[src/rtl/fp_encoder_seq.sv]
// fp_encoder_seq: converts a signed or unsigned integer sample into a small
// sign/exponent/significand float by shifting one bit per cycle, then rounding half-up.
module fp_encoder_seq #(
    parameter int DW = 12,
    parameter int EW = 3,
    parameter int MW = 4
) (
    input  logic          clk,
    input  logic          rst_n,
    input  logic          in_valid,
    output logic          in_ready,
    input  logic [DW-1:0] in_data,
    input  logic          in_signed,
    output logic          out_valid,
    input  logic          out_ready,
    output logic          out_s,
    output logic [EW-1:0] out_e,
    output logic [MW-1:0] out_f,
    output logic          out_sat
);
    localparam logic [EW-1:0] EMAX = '1;
    typedef enum logic [1:0] {IDLE, NORM, ROUND, DONE} state_t;
    state_t        state;
    logic [DW-1:0] w;
    logic [DW-1:0] mag;
    logic [EW-1:0] e;
    logic          r;
    logic          neg;
    logic          big;
    always_comb begin
        neg = in_signed && in_data[DW-1];
        // the most negative sample has no positive twin, so clamp its magnitude
        mag = !neg ? in_data
            : (in_data == {1'b1, {(DW-1){1'b0}}}) ? {1'b0, {(DW-1){1'b1}}}
            : -in_data;
        big = |w[DW-1:MW];
    end
    always_ff @(posedge clk or negedge rst_n) begin
        if (!rst_n) begin
            state     <= IDLE;
            in_ready  <= 1'b0;
            out_valid <= 1'b0;
            out_s     <= 1'b0;
            out_e     <= '0;
            out_f     <= '0;
            out_sat   <= 1'b0;
            w         <= '0;
            e         <= '0;
            r         <= 1'b0;
        end else begin
            case (state)
                IDLE: begin
                    in_ready <= 1'b1;
                    if (in_valid && in_ready) begin
                        state    <= NORM;
                        in_ready <= 1'b0;
                        w        <= mag;
                        e        <= '0;
                        r        <= 1'b0;
                        out_s    <= neg;
                    end
                end
                NORM: begin
                    if (big && e != EMAX) begin
                        r <= w[0];
                        w <= w >> 1;
                        e <= e + 1'b1;
                    end else if (big) begin
                        state     <= DONE;
                        out_valid <= 1'b1;
                        out_e     <= e;
                        out_f     <= '1;
                        out_sat   <= 1'b1;
                    end else begin
                        state <= ROUND;
                    end
                end
                ROUND: begin
                    state     <= DONE;
                    out_valid <= 1'b1;
                    out_e     <= e;
                    out_f     <= w[MW-1:0];
                    out_sat   <= 1'b0;
                    // round-up of an all-ones significand carries into the exponent
                    if (r && !(&w[MW-1:0])) begin
                        out_f <= w[MW-1:0] + 1'b1;
                    end else if (r && e != EMAX) begin
                        out_f <= {1'b1, {(MW-1){1'b0}}};
                        out_e <= e + 1'b1;
                    end else if (r) begin
                        out_f   <= '1;
                        out_sat <= 1'b1;
                    end
                end
                DONE: begin
                    if (out_ready) begin
                        state     <= IDLE;
                        out_valid <= 1'b0;
                        in_ready  <= 1'b1;
                    end
                end
                default: state <= IDLE;
            endcase
        end
    end
endmodule
[config.mk]
export PLATFORM = sky130hd
export DESIGN_NAME = fp_encoder_seq
export DESIGN_NICKNAME = d
export VERILOG_FILES = /design/src/rtl/fp_encoder_seq.sv
export SDC_FILE = /design/constraint.sdc
export NUM_CORES = 1
export LEC_CHECK = 0
export ABC_AREA = 1
export BUFFER_PORTS_ARGS = -buffer_cell sky130_fd_sc_hd__buf_4
export CAP_MARGIN = 20
export CORE_MARGIN = 4
export CORE_UTILIZATION = 45
export CTS_CLUSTER_DIAMETER = 200
export CTS_CLUSTER_SIZE = 14
export DETAILED_ROUTE_END_ITERATION = 12
export PLACE_DENSITY_LB_ADDON = 0.2
export SYNTH_ARGS = -nofsm -noshare
export SYNTH_HDL_FRONTEND = slang
export SYNTH_SLANG_ARGS = --single-unit
[constraint.sdc]
create_clock -name clk -period 2.8 [get_ports clk]
set_clock_uncertainty 0.05 [all_clocks]
set_input_delay 0.7 -clock clk [delete_from_list [all_inputs] [get_ports clk]]
set_output_delay 0.7 -clock clk [all_outputs]
set_load 0.01 [all_outputs]
# ---- Yosys cells after proc, flatten, opt, wreduce, memory -nomap -nowiden
# Cells that the tools add are included.
# Widths: inputs -> output; s select.
dict set report classes {
  reduce_logical 19
  muxes 38
  eq_ne 10
  addsub 3
}
# operator n
set op_table {}
lappend op_table {{$mux 12} 4}
lappend op_table {{$pmux 12 s2} 1}
lappend op_table {{$mux 4} 5}
lappend op_table {{$mux 3} 6}
lappend op_table {{$eq 12x12->1 const B} 1}
lappend op_table {{$neg 12->12} 1}
lappend op_table {{$pmux 3 s2} 2}
lappend op_table {{$mux 1} 11}
lappend op_table {{$ne 2x2->1 const B} 5}
lappend op_table {{$reduce_and 3->1} 3}
lappend op_table {{$pmux 2 s4} 1}
lappend op_table {{$pmux 4 s2} 1}
lappend op_table {{$reduce_and 4->1} 2}
lappend op_table {{$reduce_or 8->1} 1}
lappend op_table {{$mux 2} 3}
lappend op_table {{$pmux 1 s2} 3}
lappend op_table {{$reduce_bool 2->1} 3}
lappend op_table {{$logic_and 1x1->1} 5}
lappend op_table {{$add 4x1->4 const B} 1}
lappend op_table {{$eq 2x2->1 const B} 2}
lappend op_table {{$reduce_and 2->1} 2}
lappend op_table {{$add 3x1->3 const B} 1}
lappend op_table {{$ne 3x3->1 const B} 1}
lappend op_table {{$pmux 1 s3} 1}
lappend op_table {{4 further kinds} 4}
dict set report totals {
  reg_bits 29
}

# ---- Depth between registers and ports, before layout
# Gate-level depths: netlist (run 1).
dict set report logic_depth {
  word_depth 5
  mapped_depth 11
  depth_no_buf 11
}

# ---- Worst setup path after synthesis (run 1)
# OpenSTA, ideal clock, no wires.
dict set report synth_path {
  path_type {input-to-reg}
  start {in in_data[0]}
  end {reg w[8]}
  setup_slack_ns 1.105
  t_required_ns 2.685
  path_stages 10
  setup_time_ns 0.065
  arrival_time_ns 1.580
  path_cell_list {inv_1 > ha_1 > nand2_2 > nor2_4 > nand4_2 > nand2_1 > inv_1 > nand2_1 > nand2_1 > nand2_1}
}
dict set report synth_between {
  elab_chain_len 5
  word_cells_on_any_way 6
}
# element line
set synth_rtl {}
lappend synth_rtl {{from (decl)} 12} ;# input logic [DW-1:0] in_data,
lappend synth_rtl {{$neg 12->12 or $eq 12x12->1 (tied branches)} {35, 34}}
lappend synth_rtl {{$mux 12 *} 34} ;# : (in_data == {1'b1, {(DW-1){1'b0}}}) ? {1'b0, {(DW-1){1'b1}}}
lappend synth_rtl {{$mux 12 *} 33} ;# mag = !neg ? in_data
lappend synth_rtl {{$mux 12 *} 54} ;# if (in_valid && in_ready) begin
lappend synth_rtl {{$pmux 12 s2 *} 51} ;# case (state)
lappend synth_rtl {{to (signal assigned)} 57} ;# w <= mag;
lappend synth_rtl {{to (signal assigned)} 66} ;# w <= w >> 1;
lappend synth_rtl {{to (decl)} 24} ;# logic [DW-1:0] w;
# Mark *: on every way between the ends. The rest lies on a longest branch, timed or not. The select of a mux whose other input is x is not followed.
# A chain may end at the register's enable or synchronous reset.

# ---- Worst setup path in the final report (run 1)
dict set report layout_path {
  start {reg e[0]}
  end {reg r}
}
dict set report layout_between {
  elab_chain_len 4
}
# element line
set layout_rtl {}
lappend layout_rtl {{from (decl)} 26} ;# logic [EW-1:0] e;
lappend layout_rtl {{from (signal assigned)} 67} ;# e <= e + 1'b1;
lappend layout_rtl {{$ne 3x3->1} 64} ;# if (big && e != EMAX) begin
lappend layout_rtl {{$logic_and 1x1->1} 64}
lappend layout_rtl {{$ne 2x2->1 (no source line)} --}
lappend layout_rtl {{$reduce_and 3->1 (no source line)} --}
lappend layout_rtl {{to (signal assigned)} 65} ;# r <= w[0];
lappend layout_rtl {{to (decl)} 27} ;# logic r;
# Every way passes these cells.

==> qor_table.md, run 1 <==
| Stage | Item | Value |
|---|---|---|
| run status | Outcome | finished clean |
| timing | RSZ-0062 raised after global routing | false |
| synth | Synthesis warning total | 0 |
| synth | Post-Syn Instances | 305 |
| clock tree | Cell at the root of the clock tree | sky130_fd_sc_hd__clkbuf_8 |
| route | Via count of the routed design | 1911 |
| route | Number of DRC markers after the initial detailed-route iteration | 83 |
| placement | Detailed-placement wirelength estimate | 3.37 mm |
| clock tree | Number of gates resized after cts | 0 |
| worst setup path | Startpoint type of the worst setup path | flip-flop |
| timing | Final-report hold violation count | 0 |
| floorplanning | Overall die width | 75.1 um |
| route | Per-cell via count in the routed design | 4.94 |
| synth | Cell types occupying the most area after synthesis | sky130_fd_sc_hd__dfrtp_1, sky130_fd_sc_hd__nand2_1, sky130_fd_sc_hd__nor2_1 |
| route | Final routed DRC violation total | 0 |
| timing | Count of endpoints failing setup in the final report | 0 |
| synth | Leading area contributor after synthesis | sky130_fd_sc_hd__dfrtp_1 |
| route | Antenna violation net count after detailed routing | 0 |
| finish | Leading cell type in the layout, fill and taps excluded | sky130_fd_sc_hd__nand2_1 |
| timing | Final clock period utilization by the worst path | 0.680 |
| global route | Number of global-route vias before repair | 1769 |
| placement | Post-DP Area | 2260 um^2 |
| finish | Most frequent cells in the layout | sky130_fd_sc_hd__nand2_1, sky130_fd_sc_hd__nor2_1, sky130_fd_sc_hd__dfrtp_1, sky130_fd_sc_hd__inv_1, sky130_fd_sc_hd__buf_4 |
| run | Max-cap violation count | 0 |
| clock tree | Clock sinks | 29 |
| clock tree | Hold Buf Count CTS | 0 |
| clock tree | Number of H-tree branching levels | 2 |
| worst setup path | Register-to-Register Setup Slack | 0.90 ns |
| timing | Highest achievable clock rate | 525 MHz |
| timing | Worst hold slack after final layout | 0.278 ns |
| synth | Number of distinct library cells after synthesis | 28 |
| worst setup path | CP max FO | 26 |
| placement | IO buf count | 27 |
| synth | Number of flip-flops and latches in the synthesized netlist | 29 |
| timing | Setup TNS | 0 ns |
| global route | GRT Residual Overflow | 0 |
| finish | Final core utilization | 0.537 |
| hold path | Tightest Hold Check Type | input pin to async pin |
| global route | Pin count of the biggest net entering global routing | 30 |
| floorplanning | Initial Util | 0.466 |
| worst setup path | Crit Path Category | flip-flop to flip-flop |
| worst setup path | Terminus of the critical flop-to-flop path | r$_DFFE_PN0P_ |
| floorplanning | Die ar. | 5640 um^2 |
| worst setup path | Cell count of the worst reg-to-reg path | 8 |
| floorplanning | Die Height | 75.1 um |
| global route | Initial antenna violation count | 0 |
| worst setup path | Startpoint of the worst-slack reg-to-reg timing path | e[0]$_DFFE_PN0P_ |
| timing | Measured slew at the worst slew-check pin | 0.468 ns |
| power | Peak supply drop | 0.779 mV |
| worst setup path | WP data arrival | 2.01 ns |
| clock tree | Clock latency of the later-clocked register in the worst-skew pair | 0.28 ns |
| synth | Nets in the synthesized netlist | 330 |
| placement | Post-placement setup slack | 0.813 ns |
| clock tree | CTS Buffer Depth | 2 |
| floorplanning | Row cnt | 24 |
| clock tree | CTS tree | built |
| power | Power Density | 1060 nW/um^2 |
| synth | Top cell type's share of synthesized area | 0.358 |
| finish | Post-route cell area | 2340 um^2 |
| timing | Max transition margin | 0.688 |
| route | Routed wire length per instance | 11.4 um |
| floorplanning | Number of top-level design ports | 28 |
| synth | Post-synthesis instance area | 2030 um^2 |
| finish | Area overhead of the layout relative to synthesis | 15.4% |
| power | Total leakage power | 1.29 nW |
| timing | Minimum period implied by the final worst setup slack | 1.90 ns |
| finish | Share of cells above drive strength 1 | 0.164 |
| route | Total wire length | 4.43 mm |
| placement | Global placement routability congestion | 0.828 |
| timing | Total count of max-transition violations in the final report | 0 |
| global route | Wire length of the first global-routing pass | 7.55 mm |
| timing | Worst-case setup margin in the final layout | 0.895 ns |
| clock tree | Number of buffers created by CTS | 5 |
| worst setup path | Critical Path End Type | flip-flop |
| route | First drt pass iteration count | 4 |
| worst setup path | CP required | 2.90 ns |
| global route | Total global routing track utilization | 0.172 |
| clock tree | Clock edge transition at the registers on the reported setup and hold paths | 0.06 ns |
| finish | Fin nets | 359 |
| floorplanning | Area of the placeable core | 4350 um^2 |
| clock tree | Post CTS Setup Buffer Count | 0 |
| finish | Final antenna diode count | 0 |
| synth | Post-synthesis average cell area | 6.65 um^2 |
| synth | Sequential share of the synthesized area | 0.358 |
## registers in the layout (all words and copies together), names as in the netlist
signal	cells
w	12
out_sat	1
state	2
r	1
out_f	4
out_e	3
out_s	1
in_ready	1
e	3
out_valid	1
## synth_stat cells
| cell | count |
|---|---|
| sky130_fd_sc_hd__nand2_1 | 122 |
| sky130_fd_sc_hd__nor2_1 | 36 |
| sky130_fd_sc_hd__dfrtp_1 | 29 |
| sky130_fd_sc_hd__inv_1 | 28 |
| sky130_fd_sc_hd__nand3_1 | 22 |
| sky130_fd_sc_hd__o21ai_1 | 13 |
| sky130_fd_sc_hd__ha_1 | 8 |
| sky130_fd_sc_hd__inv_2 | 6 |
| sky130_fd_sc_hd__a21oi_1 | 5 |
| sky130_fd_sc_hd__o21ai_0 | 5 |
| sky130_fd_sc_hd__nand3_2 | 4 |
| sky130_fd_sc_hd__buf_2 | 3 |
| sky130_fd_sc_hd__nand2_2 | 3 |
| sky130_fd_sc_hd__or2_2 | 3 |
| sky130_fd_sc_hd__xor2_1 | 3 |
| sky130_fd_sc_hd__buf_6 | 2 |
| sky130_fd_sc_hd__nand4_1 | 2 |
| sky130_fd_sc_hd__a22o_1 | 1 |
| sky130_fd_sc_hd__buf_4 | 1 |
| sky130_fd_sc_hd__nand3b_1 | 1 |
| sky130_fd_sc_hd__nand4_2 | 1 |
| sky130_fd_sc_hd__nor2_2 | 1 |
| sky130_fd_sc_hd__nor2_4 | 1 |
| sky130_fd_sc_hd__nor3_4 | 1 |
| sky130_fd_sc_hd__o2111ai_1 | 1 |
| sky130_fd_sc_hd__o211ai_1 | 1 |
| sky130_fd_sc_hd__o21bai_1 | 1 |
| sky130_fd_sc_hd__o31ai_1 | 1 |
## power breakdown
group	internal [mW]	leakage, nW	switching, mW
sequential	0.633	0.359	0.166
clock	0.172	0.0450	0.157
combinational	0.513	0.889	0.844
## metrics by stage
stage / power (mW) / instances
finish: 2.48 / 387
CTS: 2.52 / 387
global route: 2.75 / 387
floorplan: 1.83 / 305
detailed placement: 2.18 / 379
global placement: 2.15 / 379
## worst max path at each step
stage                          start          endpoint  slack [ns]  cells past startpoint
finish              e[0]$_DFFE_PN0P_     r$_DFFE_PN0P_        0.90                      8
global route        e[0]$_DFFE_PN0P_  w[6]$_DFFE_PN0P_        0.72                      9
CTS                 e[0]$_DFFE_PN0P_  e[0]$_DFFE_PN0P_        0.88                      8
detailed placement        in_data[0]  w[0]$_DFFE_PN0P_        0.81                      9
global placement          in_data[0]  w[0]$_DFFE_PN0P_        0.85                      9
floorplan                 in_data[0]  w[8]$_DFFE_PN0P_        1.10                     10
## cell families (layout without fill, tap and decap cells)
family                   count (synthesis)  after routing  share of synthesized area
adder cells (fa/ha/maj)                  8              8                     0.0494
buffers and inverters                   40             70                     0.0852
XOR/XNOR                                 3              3                     0.0130
flip-flops                              29             29                      0.358
AO/OA/AOI/OAI                           28             28                     0.0765
AND/OR/NAND/NOR                        197            197                      0.418
## final cells by class
cell class	instances	area, um^2
Inverter	34	128
Clock buffer	6	72.6
Fill cell	441	2010
Clock inverter	2	10.0
Sequential cell	29	726
Tap cell	52	65.1
Multi-Input combinational cell	236	1130
Timing Repair Buffer	28	210
## metal layers
metal  wire length, um  vias up  GRT usage
met3               194        7     0.0387
met2              2060       25      0.277
met5                 0        -          0
li1                  -     1011          -
met1              2110      868      0.228
met4                54        0     0.0613
## critical path: stages (launching register included)
cell                      delay [ns]
sky130_fd_sc_hd__dfrtp_1        0.41
sky130_fd_sc_hd__ha_1           0.21
sky130_fd_sc_hd__ha_1           0.18
sky130_fd_sc_hd__inv_1          0.12
sky130_fd_sc_hd__o21ai_1        0.08
sky130_fd_sc_hd__nand2_1        0.07
sky130_fd_sc_hd__nand3_2        0.36
sky130_fd_sc_hd__nand2_1        0.18
sky130_fd_sc_hd__o21ai_1        0.10
(Power assumes the default switching activity.)
==> inputs of run 2 (changes only) <==
==> constraint.sdc (replaced) <==
create_clock -name clk -period 1.85 [get_ports clk]
set_clock_uncertainty 0.05 [all_clocks]
set_input_delay 0.4625 -clock clk [delete_from_list [all_inputs] [get_ports clk]]
set_output_delay 0.4625 -clock clk [all_outputs]
set_load 0.01 [all_outputs]
==> run 2 against run 1 <==
  * Sequential power up 51%
  * Via count up 0.10%
  * Die area unchanged
  * Cell count up 1.0%
  * Critical path depth up 2
  * Critical endpoint is now w[8]$_DFFE_PN0P_
  * Critical path type unchanged
  * Worst hold slack worse by 0.24 ns
  * Final area up 3.3%
  * First-iteration DRC count down 6.0%
  * Fmax up 13%
  * Count of clock-buffer cells in the layout up 1
==> qor_table.md, run 2 (synthesis results as in run 1) <==
| Stage | Item | Value | Delta |
|---|---|---|---|
| run status | Outcome | finished clean |  |
| route | Routed wire length per instance | 11.0 um | -4.0% |
| finish | Share of cells above drive strength 1 | 0.174 | +0.00986 |
| finish | Leading cell type in the layout, fill and taps excluded | sky130_fd_sc_hd__nand2_1 |  |
| floorplanning | Row cnt | 24 | unchanged |
| clock tree | Post CTS Setup Buffer Count | 0 | unchanged |
| timing | Final clock period utilization by the worst path | 0.908 | +0.228 |
| global route | Total global routing track utilization | 0.165 | -0.00752 |
| timing | Total count of max-transition violations in the final report | 0 | unchanged |
| route | Final routed DRC violation total | 0 | unchanged |
| timing | Minimum period implied by the final worst setup slack | 1.68 ns | -0.224 ns |
| worst setup path | CP max FO | 26 | unchanged |
| finish | Final antenna diode count | 0 | unchanged |
| placement | IO buf count | 27 | unchanged |
| worst setup path | Largest stage delay on the critical path | 0.42 ns | about the same |
| clock tree | Clock latency of the later-clocked register in the worst-skew pair | 0.28 ns | about the same |
| power | Peak supply drop | 1.13 mV | +46% |
| worst setup path | Startpoint type of the worst setup path | flip-flop |  |
| clock tree | Number of H-tree branching levels | 2 | unchanged |
| finish | Leading registers by flop count | w (12), out_f (4) |  |
| power | Total leakage power | 1.33 nW | +2.9% |
| timing | Measured slew at the worst slew-check pin | 0.359 ns | -0.108 ns |
| floorplanning | Overall die width | 75.1 um | unchanged |
| worst setup path | WP data arrival | 1.85 ns | -0.16 ns |
| finish | Fin nets | 363 | +1.1% |
| worst setup path | CP required | 2.02 ns | -0.88 ns |
| global route | Initial antenna violation count | 0 | unchanged |
| finish | Top register by number of flip-flops | w |  |
| clock tree | CTS Buffer Depth | 2 | unchanged |
| clock tree | Number of buffers created by CTS | 5 | unchanged |
| clock tree | Number of gates resized after cts | 0 | unchanged |
| worst setup path | Series of cell instances along the critical path | ha_1 > ha_1 > inv_1 > o21ai_1 > nand2_1 > nand3_2 > buf_12 > nor2_1 > nand2_1 > nand2_1 |  |
| worst setup path | Max stage delay cell, worst path | sky130_fd_sc_hd__dfrtp_1 |  |
| timing | Worst hold slack after final layout | 0.0432 ns | -0.235 ns |
| placement | Detailed-placement wirelength estimate | 3.27 mm | -2.9% |
| route | Via count of the routed design | 1913 | +0.10% |
| timing | Count of endpoints failing setup in the final report | 0 | unchanged |
| global route | Number of global-route vias before repair | 1682 | -4.9% |
| floorplanning | Number of top-level design ports | 28 | unchanged |
| route | Per-cell via count in the routed design | 4.89 | -0.92% |
| worst setup path | Crit Path Category | flip-flop to flip-flop |  |
| global route | Pin count of the biggest net entering global routing | 30 | unchanged |
| power | Power Density | 1700 nW/um^2 | +60% |
| finish | Area overhead of the layout relative to synthesis | 19.2% |  |
| hold path | Tightest Hold Check Type | input pin to async pin |  |
| floorplanning | Die Height | 75.1 um | unchanged |
| global route | GRT Residual Overflow | 0 | unchanged |
| floorplanning | Die ar. | 5640 um^2 | unchanged |
| clock tree | Clock edge transition at the registers on the reported setup and hold paths | 0.06 ns | about the same |
| finish | Most frequent cells in the layout | sky130_fd_sc_hd__nand2_1, sky130_fd_sc_hd__nor2_1, sky130_fd_sc_hd__buf_4, sky130_fd_sc_hd__dfrtp_1, sky130_fd_sc_hd__inv_1 |  |
| clock tree | Clock sinks | 29 | unchanged |
| timing | RSZ-0062 raised after global routing | false |  |
| global route | Wire length of the first global-routing pass | 7.18 mm | -4.8% |
| timing | Max transition margin | 0.760 | +0.0725 |
| timing | Highest achievable clock rate | 595 MHz | +13% |
| timing | Setup TNS | 0 ns | unchanged |
| route | Number of DRC markers after the initial detailed-route iteration | 78 | -6.0% |
| clock tree | Cell at the root of the clock tree | sky130_fd_sc_hd__clkbuf_8 |  |
| finish | Number of flip-flops in the largest register | 12 | unchanged |
| run | Max-cap violation count | 0 | unchanged |
| clock tree | Hold Buf Count CTS | 0 | unchanged |
| finish | Fill count | 432 | -2.0% |
| floorplanning | Area of the placeable core | 4350 um^2 | unchanged |
| finish | Total area of multi-input combinational cells | 1130 um^2 | unchanged |
| finish | Area used by sequential logic in the layout | 726 um^2 | unchanged |
| placement | Global placement routability congestion | 0.825 | -0.41% |
| worst setup path | Critical Path Most Common Cell | sky130_fd_sc_hd__nand2_1 |  |
| route | First drt pass iteration count | 5 | +1 |
| route | Antenna violation net count after detailed routing | 0 | unchanged |
| floorplanning | Initial Util | 0.466 | unchanged |
| worst setup path | Critical Path End Type | flip-flop |  |
| clock tree | CTS tree | built |  |
| route | Total wire length | 4.29 mm | -3.0% |
| timing | Final-report hold violation count | 0 | unchanged |
==> run 2: final timing paths <==
kind                                      start                   end  slack, ns  depth (start not counted)
min                                       rst_n      w[1]$_DFFE_PN0P_       0.04                          1
min reg2reg                out_e[2]$_DFFE_PN0P_  out_e[2]$_DFFE_PN0P_       0.43                          2
min in group clk           out_e[2]$_DFFE_PN0P_  out_e[2]$_DFFE_PN0P_       0.43                          2
max reg2reg                    e[0]$_DFFE_PN0P_      w[8]$_DFFE_PN0P_       0.17                         10
max                            e[0]$_DFFE_PN0P_      w[8]$_DFFE_PN0P_       0.17                         10
max in group asynchronous                 rst_n  out_e[0]$_DFFE_PN0P_       1.44                          1
==> run 2: metal layers <==
layer  global-route usage  vias to the layer above  share of wire
met5                    0                        -              0
met4               0.0593                        0          0.012
met3               0.0374                        6          0.051
met2                0.257                       33           0.45
met1                0.223                      848           0.49
li1                     -                     1026              -
==> run 2: final cells by class <==
type	instances	area share
multi-input combinational	236	0.467
sequential	29	0.300
timing repair buffer	32	0.105
inverter	34	0.0528
clock buffer	7	0.0357
tap	52	0.0269
clock inverter	1	0.0124
==> run 2: power breakdown <==
group          switching (mW)  internal (mW)  leakage [nW]  total, mW
clock                   0.236          0.438        0.0585      0.675
combinational            1.31          0.915         0.913       2.22
sequential              0.248          0.958         0.359       1.21
==> run 2: metrics by stage <==
stage,utilization,setup WS [ns],area [um^2],cells,power [mW]
after floorplan,-,0.267,2030,305,2.76
after CTS,0.555,0.142,2420,391,4.14
after global placement,0.528,0.159,2300,383,3.41
after global routing,0.555,0.0287,2420,391,4.55
final,0.555,0.169,2420,391,4.10
after detailed placement,0.528,0.106,2300,383,3.45
==> run 2: critical path: cells and delay by family, from the launching register on <==
family | cells | cell delay (ns)
DFF | 1 | 0.42
adders and majority gates | 2 | 0.41
and+or+nand+nor | 5 | 0.36
buffers and inverters | 2 | 0.31
AOI/OAI and AO/OA | 1 | 0.08
